File: src/rtl/count_ones_gen.sv
// Serial thermometer-code generator: builds a data_width-bit word with n ones at the LSBs, one bit per clock.
// Optional ONES_GEN_SERIAL_EN adds ser_bit/ser_valid, which stream each filled bit MSB first.
module count_ones_gen #(
   parameter int data_width  = 4,
   parameter int count_width = 3
) (
   input  logic                   clk,
   input  logic                   reset,
   input  logic                   start,
   input  logic [count_width-1:0] bit_count,
   output logic [data_width-1:0]  data,
   output logic                   done,
   output logic                   busy,
   output logic                   ovf
`ifdef ONES_GEN_SERIAL_EN
   ,
   output logic                   ser_bit,
   output logic                   ser_valid
`endif
);

   typedef enum logic [1:0] {IDLE, FILL, XFER} state_t;

   localparam logic [count_width-1:0] DW   = count_width'(data_width);
   localparam logic [count_width-1:0] LAST = count_width'(data_width - 1);

   state_t                 state_q, state_d;
   logic [data_width-1:0]  temp;
   logic [count_width-1:0] index;
   logic [count_width-1:0] n;
   logic                   ovf_int;
   logic                   fill_bit;

   // Bits are shifted in MSB first, so the bit entering now ends up at position LAST-index.
   assign fill_bit = (LAST - index) < n;

   always_ff @(posedge clk or posedge reset) begin
      if (reset) state_q <= IDLE;
      else       state_q <= state_d;
   end

   always_comb begin
      state_d = state_q;
      case (state_q)
         IDLE:    if (start) state_d = FILL;
         FILL:    if (index == LAST) state_d = XFER;
         XFER:    state_d = IDLE;
         default: state_d = IDLE;
      endcase
   end

   always_ff @(posedge clk or posedge reset) begin
      if (reset) begin
         data    <= '0;
         done    <= 1'b0;
         busy    <= 1'b0;
         ovf     <= 1'b0;
         temp    <= '0;
         index   <= '0;
         n       <= '0;
         ovf_int <= 1'b0;
      end else begin
         case (state_q)
            IDLE: if (start) begin
               n       <= (bit_count > DW) ? DW : bit_count;
               ovf_int <= bit_count > DW;
               temp    <= '0;
               index   <= '0;
               busy    <= 1'b1;
               done    <= 1'b0;
               ovf     <= 1'b0;
            end
            FILL: begin
               temp  <= {temp[data_width-2:0], fill_bit};
               index <= index + 1'b1;
            end
            XFER: begin
               data <= temp;
               ovf  <= ovf_int;
               done <= 1'b1;
               busy <= 1'b0;
            end
            default: ;
         endcase
      end
   end

`ifdef ONES_GEN_SERIAL_EN
   always_ff @(posedge clk or posedge reset) begin
      if (reset) begin
         ser_bit   <= 1'b0;
         ser_valid <= 1'b0;
      end else begin
         ser_valid <= (state_q == FILL);
         if (state_q == FILL) ser_bit <= fill_bit;
      end
   end
`endif

endmodule
File: config.mk
export PLATFORM = sky130hd
export DESIGN_NAME = count_ones_gen
export DESIGN_NICKNAME = d
export VERILOG_FILES = /design/src/rtl/count_ones_gen.sv
export SDC_FILE = /design/constraint.sdc
export NUM_CORES = 1
export LEC_CHECK = 0
export BUFFER_PORTS_ARGS = -buffer_cell sky130_fd_sc_hd__buf_4
export CORE_MARGIN = 3
export CORE_UTILIZATION = 53
export DETAILED_ROUTE_END_ITERATION = 10
export PLACE_DENSITY = 0.75
export SLEW_MARGIN = 10
export SYNTH_ARGS = -nofsm -noshare
export SYNTH_HDL_FRONTEND = slang
export SYNTH_SLANG_ARGS = --single-unit
File: constraint.sdc
create_clock -name clk -period 1.54 [get_ports clk]
set_clock_uncertainty 0.05 [all_clocks]
set_input_delay 0.231 -clock clk [delete_from_list [all_inputs] [get_ports clk]]
set_output_delay 0.231 -clock clk [all_outputs]
set_load 0.01 [all_outputs]
; ---- After elaboration in Yosys (flattened, before gate mapping)
; Index checks and enable logic that the tools add are counted.
[word_totals]
regBits = 20
output_inout_bits = 7
inputBits = 6
[op_classes]
add_sub_neg = 2
muxes = 13
n_reduce_logical = 7
n_lt_le_gt_ge = 2
n_eq_ne = 5
[ops]
columns = op, count
row1 = $pmux W4 S2, 1
row2 = $reduce_and A2 Y1, 4
row3 = $mux W3, 2
row4 = $pmux W1 S2, 3
row5 = $pmux W3 S2, 1
row6 = $mux W2, 2
row7 = $mux W4, 1
row8 = $ne A2 B2 Y1 const B, 2
row9 = $pmux W2 S2, 1
row10 = $reduce_bool A2 Y1, 2
row11 = $add A3 B1 Y3 const B, 1
row12 = $eq A3 B2 Y1 const B, 1
row13 = $gt A3 B3 Y1 const B, 1
row14 = $lt A3 B3 Y1, 1
row15 = $sub A2 B3 Y3 const A, 1
row16 = $eq A2 B1 Y1 const B, 1
row17 = $eq A2 B2 Y1 const B, 1
row18 = $logic_not A2 Y1, 1
row19 = $mux W1, 2

; ---- Depth between registers and ports, before layout
; Gate-level depths: netlist of run 1.
[depth]
depth_word = 3
mapped_depth = 5

; ---- Worst setup path before layout of run 1
; No wires, ideal clock.
[synth_path]
path_kind = flip-flop to flip-flop
startpoint = register state_q[0]
endpoint = register n[2]
path_stages_with_launch = 5
slack_ns = 0.124
setup_ns = 0.125
t_arrival_ns = 1.240
required_ns = 1.365
cell_sequence = dfrtp_1 > buf_6 > or3b_1 > buf_6 > mux2_4
[synth_between]
elab_chain_len = 2
[synth_rtl]
columns = item, line
row1 = start: declaration, 27  ; state_t state_q, state_d;
row2 = start signal: assignment, 39  ; else state_q <= state_d;
row3 = $logic_not A2 Y1, 63  ; case (state_q)
row4 = $reduce_and A2 Y1 (no source line), -
row5 = end signal: assignment, 65  ; n <= (bit_count > DW) ? DW : bit_count;
row6 = end: declaration, 30  ; logic [count_width-1:0] n;
; No other way between the ends.
; A chain may end at the register's enable or synchronous reset.

; ---- Worst setup path after layout of run 1
[layout_path]
startpoint = register state_q[1]
endpoint = register n[2]
; Same word-level chain as after synthesis.

==> results.md, run 1 <==
* 1st-iter DRT viols at 3
* Via density per instance at 5.50
* Hold_sp: bit_count[2]
* DP HPWL at 1.05 mm
* Initial antenna violation count at 0
* Design area at 1040 sq um
* Die area at 2160 sq um
* Crit-path max FO at 7
* Share of flip-flops with an asynchronous set or reset at 100%
* Largest cells by area after synthesis: dfrtp_1 (58%), a22o_1 (6.0%), mux2_2 (5.2%)
* Largest net degree at the start of global routing at 21
* R2r setup slk at 0.11 ns
* NumNets Final at 102
* Port bufs at 12
* Synthesis-stage register bit count at 20
* Max Cap Viol at 0
* Die extent in x at 46.5 um
* Status: complete, no violations
* # DRC at 0
* Vias after detailed routing at 588
* Core area at 1420 sq um
* Per-cell routed wire length at 13.4 um
* Fmax at 0.701 GHz
* R2R Path Start: state_q[1]$_DFFE_PP0P_
* Register area share after synthesis at 57.6%
* Library cells used by synthesis at 21
* CTS resizes at 0
* RR Endpoint: n[2]$_DFFE_PP0P_
* Die Y at 46.5 um
* Gpl congestion at 0.716
* Final Hold Viols at 0
* Worst-margin pin slew at 0.319 ns
* Hold path depth at 2
* Pwr dens at 1970 nW/um^2
* CP Class: reg -> reg
* Slew Limit Fails at 0
* Htree depth at 1
* DP Area at 981 sq um
* Clock latency on the worst-skew pair at 0.31 ns
* Longest Clk Path Bufs at 2
* Count of flip-flops with a built-in enable after synthesis at 0
* Root buf cell: clkbuf_4
* Syn avg cell area at 11.8 sq um
* WHS Endpoint: n[2]$_DFFE_PP0P_
* First-pass detailed-route iteration total at 4
* Vias in the first global route at 546
* Utilization after layout at 73.7%
* DRT Wirelength at 1.43 mm
* Leakage Power at 0.536 nW
* Most used DFF post-synth: dfrtp_1
* CTS clock-pin slew for the worst setup and hold paths at 0.11 ns
* YS warnings at 0
* RSZ-0062 raised after global routing: false
* Post-synth top area share at 57.6%
* Global-route wire length before repair at 2.31 mm
* Multi-input logic area at 323 sq um
* Max VDD drop at 0.00126 V
* Ant. Diodes at 0
* CTS tree: done
* Global-route usage over all layers at 15.9%
* Initial Util at 61.5%
* Post-Syn Nets at 83
* Min Tclk post-route at 1.43 ns
* DRT antenna net count at 0
* FILL cells at 99
* CP Capture Type: flip-flop
* WP data required at 1.69 ns
* Mapped Cells at 74
* Cell taking the most area after synthesis: dfrtp_1
* Clock Sinks at 20
* Area grow syn2layout at 20.0%
* Most numerous cell in the Yosys netlist: dfrtp_1
* Cell Area, Synth at 870 sq um
* TritonCTS buffer count at 3
* Tightest Hold Check Type: in -> reg
* Register area at 500 sq um
* Fraction of layout instances using a drive strength above 1 at 27.2%
* Relative slew slack at 78.7%
* Critical Path Start Type: flip-flop
* # rows at 13
* Ports at 13
* Final setup viols at 0
* Period utilization at 92.6%
* WHS at 0.120 ns
* Grt ovf at 0
* Post-synth top cells: dfrtp_1 (20), nand2_1 (7), a22o_1 (6), o21ai_0 (6)
* Data arrival time of the critical path at 1.58 ns
* Setup TNS at 0 ns
* Reg2reg path depth at 2
layer usage:
| layer | share of wire [%] | GRT usage [%] | routed length, um | vias up |
|---|---|---|---|---|
| li1 | - | - | - | 288 |
| met1 | 47 | 19.1 | 676 | 275 |
| met2 | 45 | 25.3 | 650 | 20 |
| met3 | 4.3 | 2.34 | 62 | 5 |
| met4 | 3.1 | 11.9 | 44 | 0 |
| met5 | 0 | 0 | 0 | - |
logic make-up after synthesis:
| family | Yosys count | share of synthesized area (%) |
|---|---|---|
| buffers and inverters | 8 | 5.32 |
| AND/OR/NAND/NOR | 19 | 10.9 |
| AO/OA/AOI/OAI | 18 | 13.8 |
| adder cells (fa/ha/maj) | 3 | 4.32 |
| flip-flops | 20 | 57.6 |
| multiplexers | 6 | 8.06 |
critical path, cell delays in order, from the launching register on:
cell,delay [ns]
dfrtp_1,0.44
or3b_1,0.50
mux2_4,0.33
sequential cells by signal, summed over array words and instances (netlist names):
signal,count
ovf_int,1
state_q,2
n,3
ovf,1
busy,1
temp,4
data,4
index,3
done,1
worst max path at each step:
stage | startpoint | to | slack (ns) | cells past startpoint
floorplan | state_q[0]$_DFFE_PP0P_ | n[2]$_DFFE_PP0P_ | 0.12 | 4
global placement | state_q[1]$_DFFE_PP0P_ | n[2]$_DFFE_PP0P_ | 0.16 | 2
detailed placement | state_q[1]$_DFFE_PP0P_ | n[2]$_DFFE_PP0P_ | 0.14 | 2
CTS | state_q[1]$_DFFE_PP0P_ | n[2]$_DFFE_PP0P_ | 0.12 | 2
global route | state_q[1]$_DFFE_PP0P_ | n[2]$_DFFE_PP0P_ | 0.06 | 2
finish | state_q[1]$_DFFE_PP0P_ | n[2]$_DFFE_PP0P_ | 0.11 | 2
through the flow:
step           std cells  power (mW)  setup WS, ns
4_1_cts              107        2.07         0.117
3_3_place_gp         102        1.61         0.157
3_5_place_dp         102        1.64         0.135
6_report             107        2.06         0.114
5_1_grt              107        2.21        0.0621
2_1_floorplan         74        1.39         0.124
cell usage in the layout, fill, tap and decap left out, drive strengths merged:
master and instances:
nand2 7, o21bai 1, o21ai 7, a22o 6
nor2b 2, ha 3, nor3 1, mux2i 1
dfrtp 20, mux2 5, a21boi 1, nand2b 5
dlygate4sd3 1, buf 16, clkbuf 3, or3b 1
a21oi 2, a21o 1, nor2 3, bufinv 1
inv 5
cell type report:
cell class / instances / area share [%]
timing repair buffer: 17 / 12.5
clock inverter: 1 / 2.88
tap: 15 / 1.80
sequential: 20 / 48.0
multi-input combinational: 46 / 30.9
clock buffer: 3 / 2.16
inverter: 5 / 1.80
timing repair:
item                                   CTS  global route
endpoints found under the hold margin   20             0
setup buffers                            0             0
hold buffers                             1             0
report_power, final:
part	internal (mW)	switching, mW	leakage, nW
registers	0.736	0.169	0.252
logic	0.401	0.323	0.256
clock network	0.263	0.164	0.0279
Note: power is estimated with default switching activity, not from simulation.
==> inputs of run 2 (changes only) <==
Settings changed: CORE_UTILIZATION 53 to 50, PLACE_DENSITY 0.75 to 0.71.
==> results.md, run 2 (same netlist as run 1, synthesis figures left out) <==
* Core area at 1580 sq um (+11%)
* Vias in the first global route at 516 (-5.5%)
* Per-cell routed wire length at 12.4 um (-7.3%)
* Area grow syn2layout at 21.0%
* Port bufs at 12 (unchanged)
* Fmax at 0.703 GHz (+0.23%)
* Status: complete, no violations
* Vias after detailed routing at 570 (-3.1%)
* Crit-path max FO at 7 (unchanged)
* Hold path depth at 2 (unchanged)
* DP HPWL at 1.05 mm (about the same)
* Initial Util at 55.2% (-6.3 points)
* Most common cell after layout, fill and taps aside: dfrtp_1
* Relative slew slack at 79.1% (+0.47 points)
* Commonest non-fill, non-tap cells in the layout: dfrtp_1 (20), buf_4 (17), nand2_1 (7)
* Setup TNS at 0 ns (unchanged)
* Post-CTS setup buffer count at 0 (unchanged)
* First-pass detailed-route iteration total at 4 (unchanged)
* RSZ-0062 raised after global routing: false
* Ant. Diodes at 0 (unchanged)
* Hold_sp: bit_count[2]
* TritonCTS buffer count at 3 (unchanged)
* Root buf cell: clkbuf_4
* # rows at 14 (+1)
* Max incr delay on CP at 0.50 ns (about the same)
* CP max-delay cell: or3b_1
* Final Hold Viols at 0 (unchanged)
* WHS at 0.135 ns (+0.0149 ns)
* Regs by FF count: data x4, temp x4
* Die extent in x at 47.7 um (+2.6%)
* Die Y at 47.7 um (+2.6%)
* Utilization after layout at 66.7% (-7.0 points)
* Global-route usage over all layers at 13.2% (-2.7 points)
* Family with the most delay on the worst path: simple AND/OR/NAND/NOR gates
* Tightest Hold Check Type: in -> reg
* Grt ovf at 0 (unchanged)
* Initial antenna violation count at 0 (unchanged)
* Clock Sinks at 20 (unchanged)
* DRT Wirelength at 1.35 mm (-5.6%)
* Data arrival time of the critical path at 1.56 ns (-0.02 ns)
* Global-route wire length before repair at 2.13 mm (-7.7%)
* Htree depth at 1 (unchanged)
* Longest Clk Path Bufs at 2 (unchanged)
* DRT antenna net count at 0 (unchanged)
* CTS clock-pin slew for the worst setup and hold paths at 0.11 ns (about the same)
* Period utilization at 92.4% (-0.21 points)
* Max VDD drop at 0.000940 V (-25%)
* Via density per instance at 5.23 (-4.8%)
* # DRC at 0 (unchanged)
* CP Capture Type: flip-flop
* WHS Endpoint: n[2]$_DFFE_PP0P_
* Fraction of layout instances using a drive strength above 1 at 28.0% (+0.78 points)
* Worst-path cell chain: or3b_1 -> mux2_4
* CP Class: reg -> reg
* Placed Cells at 104 (+2.0%)
* CTS tree: done
* Die area at 2280 sq um (+5.2%)
* Worst-margin pin slew at 0.312 ns (-0.00703 ns)
* WP data required at 1.68 ns (about the same)
* Min Tclk post-route at 1.42 ns (-0.00324 ns)
* FILL cells at 132 (+33%)
* Clock latency on the worst-skew pair at 0.29 ns (-0.02 ns)
* Critical Path Start Type: flip-flop
* R2r setup slk at 0.12 ns (about the same)
* Multi-input logic area at 323 sq um (unchanged)
* Pwr dens at 1940 nW/um^2 (-1.6%)
* RR Endpoint: n[2]$_DFFE_PP0P_
* Ports at 13 (unchanged)
* NumNets Final at 103 (+0.98%)
* Max Cap Viol at 0 (unchanged)
* Reg2reg path depth at 2 (unchanged)
* Slew Limit Fails at 0 (unchanged)
* CP bufs+invs at 0 (unchanged)
* 1st-iter DRT viols at 6 (+3)
* Gpl congestion at 0.774 (+8.1%)
* Final setup viols at 0 (unchanged)
* Register area at 500 sq um (unchanged)
* R2R Path Start: state_q[1]$_DFFE_PP0P_
* Final Non-Filler Cells at 109 (+1.9%)
* Leakage Power at 0.541 nW (+0.97%)
* Largest net degree at the start of global routing at 21 (unchanged)
run 2: timing repair:
item,4_1_cts,5_1_grt
endpoints found under the hold margin,20,0
resized for setup,0,0
hold buffers,1,0
run 2: how the worst max path moves through the flow:
| stage | cells past startpoint | end | slack (ns) | from |
|---|---|---|---|---|
| floorplan | 4 | n[2]$_DFFE_PP0P_ | 0.12 | state_q[0]$_DFFE_PP0P_ |
| global placement | 2 | n[2]$_DFFE_PP0P_ | 0.15 | state_q[1]$_DFFE_PP0P_ |
| detailed placement | 2 | n[2]$_DFFE_PP0P_ | 0.14 | state_q[1]$_DFFE_PP0P_ |
| CTS | 2 | n[2]$_DFFE_PP0P_ | 0.11 | state_q[1]$_DFFE_PP0P_ |
| global route | 2 | n[2]$_DFFE_PP0P_ | 0.05 | state_q[1]$_DFFE_PP0P_ |
| finish | 2 | n[2]$_DFFE_PP0P_ | 0.12 | state_q[1]$_DFFE_PP0P_ |
run 2: cell type report:
| class | count | area share [%] |
|---|---|---|
| Tap cell | 16 | 1.90 |
| Clock buffer | 3 | 2.14 |
| Timing Repair Buffer | 18 | 13.1 |
| Multi-Input combinational cell | 46 | 30.7 |
| Inverter | 5 | 1.78 |
| Sequential cell | 20 | 47.6 |
| Clock inverter | 1 | 2.85 |
run 2: metal layers:
layer | up-vias | GRT usage (%) | routed length [um]
met5 | - | 0 | 0
met4 | 0 | 4.84 | 5
met3 | 2 | 2.26 | 46
met2 | 8 | 22.4 | 658
met1 | 266 | 16.7 | 644
li1 | 294 | - | -
run 2: metrics by stage:
step                      setup WS [ns]  cell area (sq um)  power, mW
after floorplan                   0.124                870       1.39
after global placement            0.154                990       1.63
after detailed placement          0.136                990       1.65
after CTS                         0.106               1050       2.07
after global routing             0.0514               1050       2.21
final                             0.117               1050       2.04
run 2: report_power, final:
group          switching (mW)  leakage, nW  internal (mW)  total (mW)
combinational           0.325        0.261          0.413       0.738
sequential              0.149        0.252          0.736       0.885
clock                   0.155       0.0279          0.263       0.417
total                   0.628        0.541           1.41        2.04
==> inputs of run 3 (changes only) <==
==> constraint.sdc (replaced) <==
create_clock -name clk -period 1.54 [get_ports clk]
set_clock_uncertainty 0.05 [all_clocks]
set_input_delay 0.154 -clock clk [delete_from_list [all_inputs] [get_ports clk]]
set_output_delay 0.154 -clock clk [all_outputs]
set_load 0.01 [all_outputs]
==> results.md, run 3 (same netlist as run 1, synthesis figures left out) <==
* Worst-path cell chain: or3b_1 -> mux2_4
* Via density per instance at 5.26 (+0.53%)
* First-pass detailed-route iteration total at 3 (-1)
* Port bufs at 12 (unchanged)
* Worst Setup SP: state_q[1]$_DFFE_PP0P_
* Total power at 2.06 mW (+0.92%)
* Root buf cell: clkbuf_4
* WP data required at 1.68 ns (about the same)
* Global-route usage over all layers at 14.6% (+1.4 points)
* Post-CTS setup buffer count at 0 (unchanged)
* 1st-iter DRT viols at 5 (-1)
* Max VDD drop at 0.00101 V (+7.1%)
* Max incr delay on CP at 0.50 ns (about the same)
* R2R Path Start: state_q[1]$_DFFE_PP0P_
* Tightest Hold Check Type: in -> reg
* Leakage Power at 0.541 nW (unchanged)
* DP HPWL at 1.08 mm (+3.2%)
* Grt ovf at 0 (unchanged)
* NumNets Final at 103 (unchanged)
* Hold_buf cts at 1 (unchanged)
* CTS resizes at 0 (unchanged)
* Fraction of layout instances using a drive strength above 1 at 28.0% (unchanged)
* Most common cell after layout, fill and taps aside: dfrtp_1
* Longest Clk Path Bufs at 2 (unchanged)
* Worst-margin pin slew at 0.312 ns (-0.000605 ns)
* Worst setup margin at 0.110 ns (-0.00757 ns)
* Gpl congestion at 0.729 (-5.8%)
* DRT Wirelength at 1.42 mm (+5.2%)
* Die Y at 47.7 um (unchanged)
* Final Hold Viols at 0 (unchanged)
* Ports at 13 (unchanged)
* Fmax at 0.699 GHz (-0.53%)
* CP Class: reg -> reg
* WHS at 0.0556 ns (-0.0790 ns)
* Min Tclk post-route at 1.43 ns (+0.00757 ns)
* Relative slew slack at 79.2% (about the same)
* Status: complete, no violations
* Clock Sinks at 20 (unchanged)
* CTS clock-pin slew for the worst setup and hold paths at 0.12 ns (about the same)
* # DRC at 0 (unchanged)
* Utilization after layout at 66.7% (unchanged)
* Crit-path max FO at 7 (unchanged)
* Vias after detailed routing at 573 (+0.53%)
* Data arrival time of the critical path at 1.57 ns (about the same)
* Regs by FF count: data x4, temp x4
* # rows at 14 (unchanged)
* Die extent in x at 47.7 um (unchanged)
* Area grow syn2layout at 21.0% (unchanged)
* Global-route wire length before repair at 2.35 mm (+10%)
* Core area at 1580 sq um (unchanged)
* Largest net degree at the start of global routing at 21 (unchanged)
* TritonCTS buffer count at 3 (unchanged)
* R2r setup slk at 0.11 ns (about the same)
* CTS tree: done
* CP max-delay cell: or3b_1
* Per-cell routed wire length at 13.1 um (+5.2%)
* CP Capture Type: flip-flop
* Die area at 2280 sq um (unchanged)
* FILL cells at 130 (-1.5%)
* Reg2reg path depth at 2 (unchanged)
* Initial antenna violation count at 0 (unchanged)
* Htree depth at 1 (unchanged)
* Slew Limit Fails at 0 (unchanged)
* Hold path depth at 2 (unchanged)
* Ant. Diodes at 0 (unchanged)
* DRT antenna net count at 0 (unchanged)
* Final setup viols at 0 (unchanged)
* RSZ-0062 raised after global routing: false
* Commonest non-fill, non-tap cells in the layout: dfrtp_1 (20), buf_4 (17), nand2_1 (7)
* Max Cap Viol at 0 (unchanged)
* Initial Util at 55.2% (unchanged)
* DP Worst Slack at 0.139 ns (+0.00282 ns)
* Period utilization at 92.9% (+0.49 points)
* Setup TNS at 0 ns (unchanged)
* Pwr dens at 1960 nW/um^2 (+0.92%)
* Crit path capture: n[2]$_DFFE_PP0P_
* Clock latency on the worst-skew pair at 0.30 ns (about the same)
* Critical Path Start Type: flip-flop
* Vias in the first global route at 551 (+6.8%)
* RR Endpoint: n[2]$_DFFE_PP0P_
==> run 3: cell counts in the layout (fill, tap and decap cells not counted) <==
Identical to the previous run, type by type.
==> run 3: critical path: cells and delay by family (launching register included) <==
kind	cells	cell delay, ns
AND/OR/NAND/NOR	1	0.50
flip-flops	1	0.44
multiplexers	1	0.33
==> run 3: how the worst min path moves through the flow <==
stage	startpoint	endpoint	slack, ns
final	bit_count[2]	n[2]$_DFFE_PP0P_	0.06
after global routing	bit_count[0]	n[0]$_DFFE_PP0P_	0.04
after CTS	bit_count[2]	n[2]$_DFFE_PP0P_	0.04
after detailed placement	reset	data[1]$_DFFE_PP0P_	0.15
after global placement	reset	data[0]$_DFFE_PP0P_	0.15
after floorplan	reset	busy$_DFFE_PP0P_	0.07
==> run 3: power by group <==
part / switching (mW) / internal, mW
clock network: 0.161 / 0.263
logic: 0.337 / 0.414
registers: 0.148 / 0.736
total: 0.646 / 1.41
==> run 3: per-stage QoR <==
step                      std cells  cell area, sq um
after floorplan                  74               870
after global placement          104               990
after detailed placement        104               990
after CTS                       109              1050
after global routing            109              1050
final                           109              1050
==> run 3: metal layers <==
| layer | vias up | global-route usage, % | share of wire (%) |
|---|---|---|---|
| li1 | 290 | - | - |
| met3 | 2 | 2.26 | 3.7 |
| met1 | 273 | 19.7 | 48 |
| met2 | 8 | 23.7 | 48 |
| met5 | - | 0 | 0 |
| met4 | 0 | 4.84 | 0.70 |
==> run 3: final cells by class <==
type | instances | area [sq um] | share of cell area [%]
Clock inverter | 1 | 30.0 | 2.85
Multi-Input combinational cell | 46 | 323 | 30.7
Timing Repair Buffer | 18 | 138 | 13.1
Clock buffer | 3 | 22.5 | 2.14
Sequential cell | 20 | 500 | 47.6
Inverter | 5 | 18.8 | 1.78
Tap cell | 16 | 20.0 | 1.90
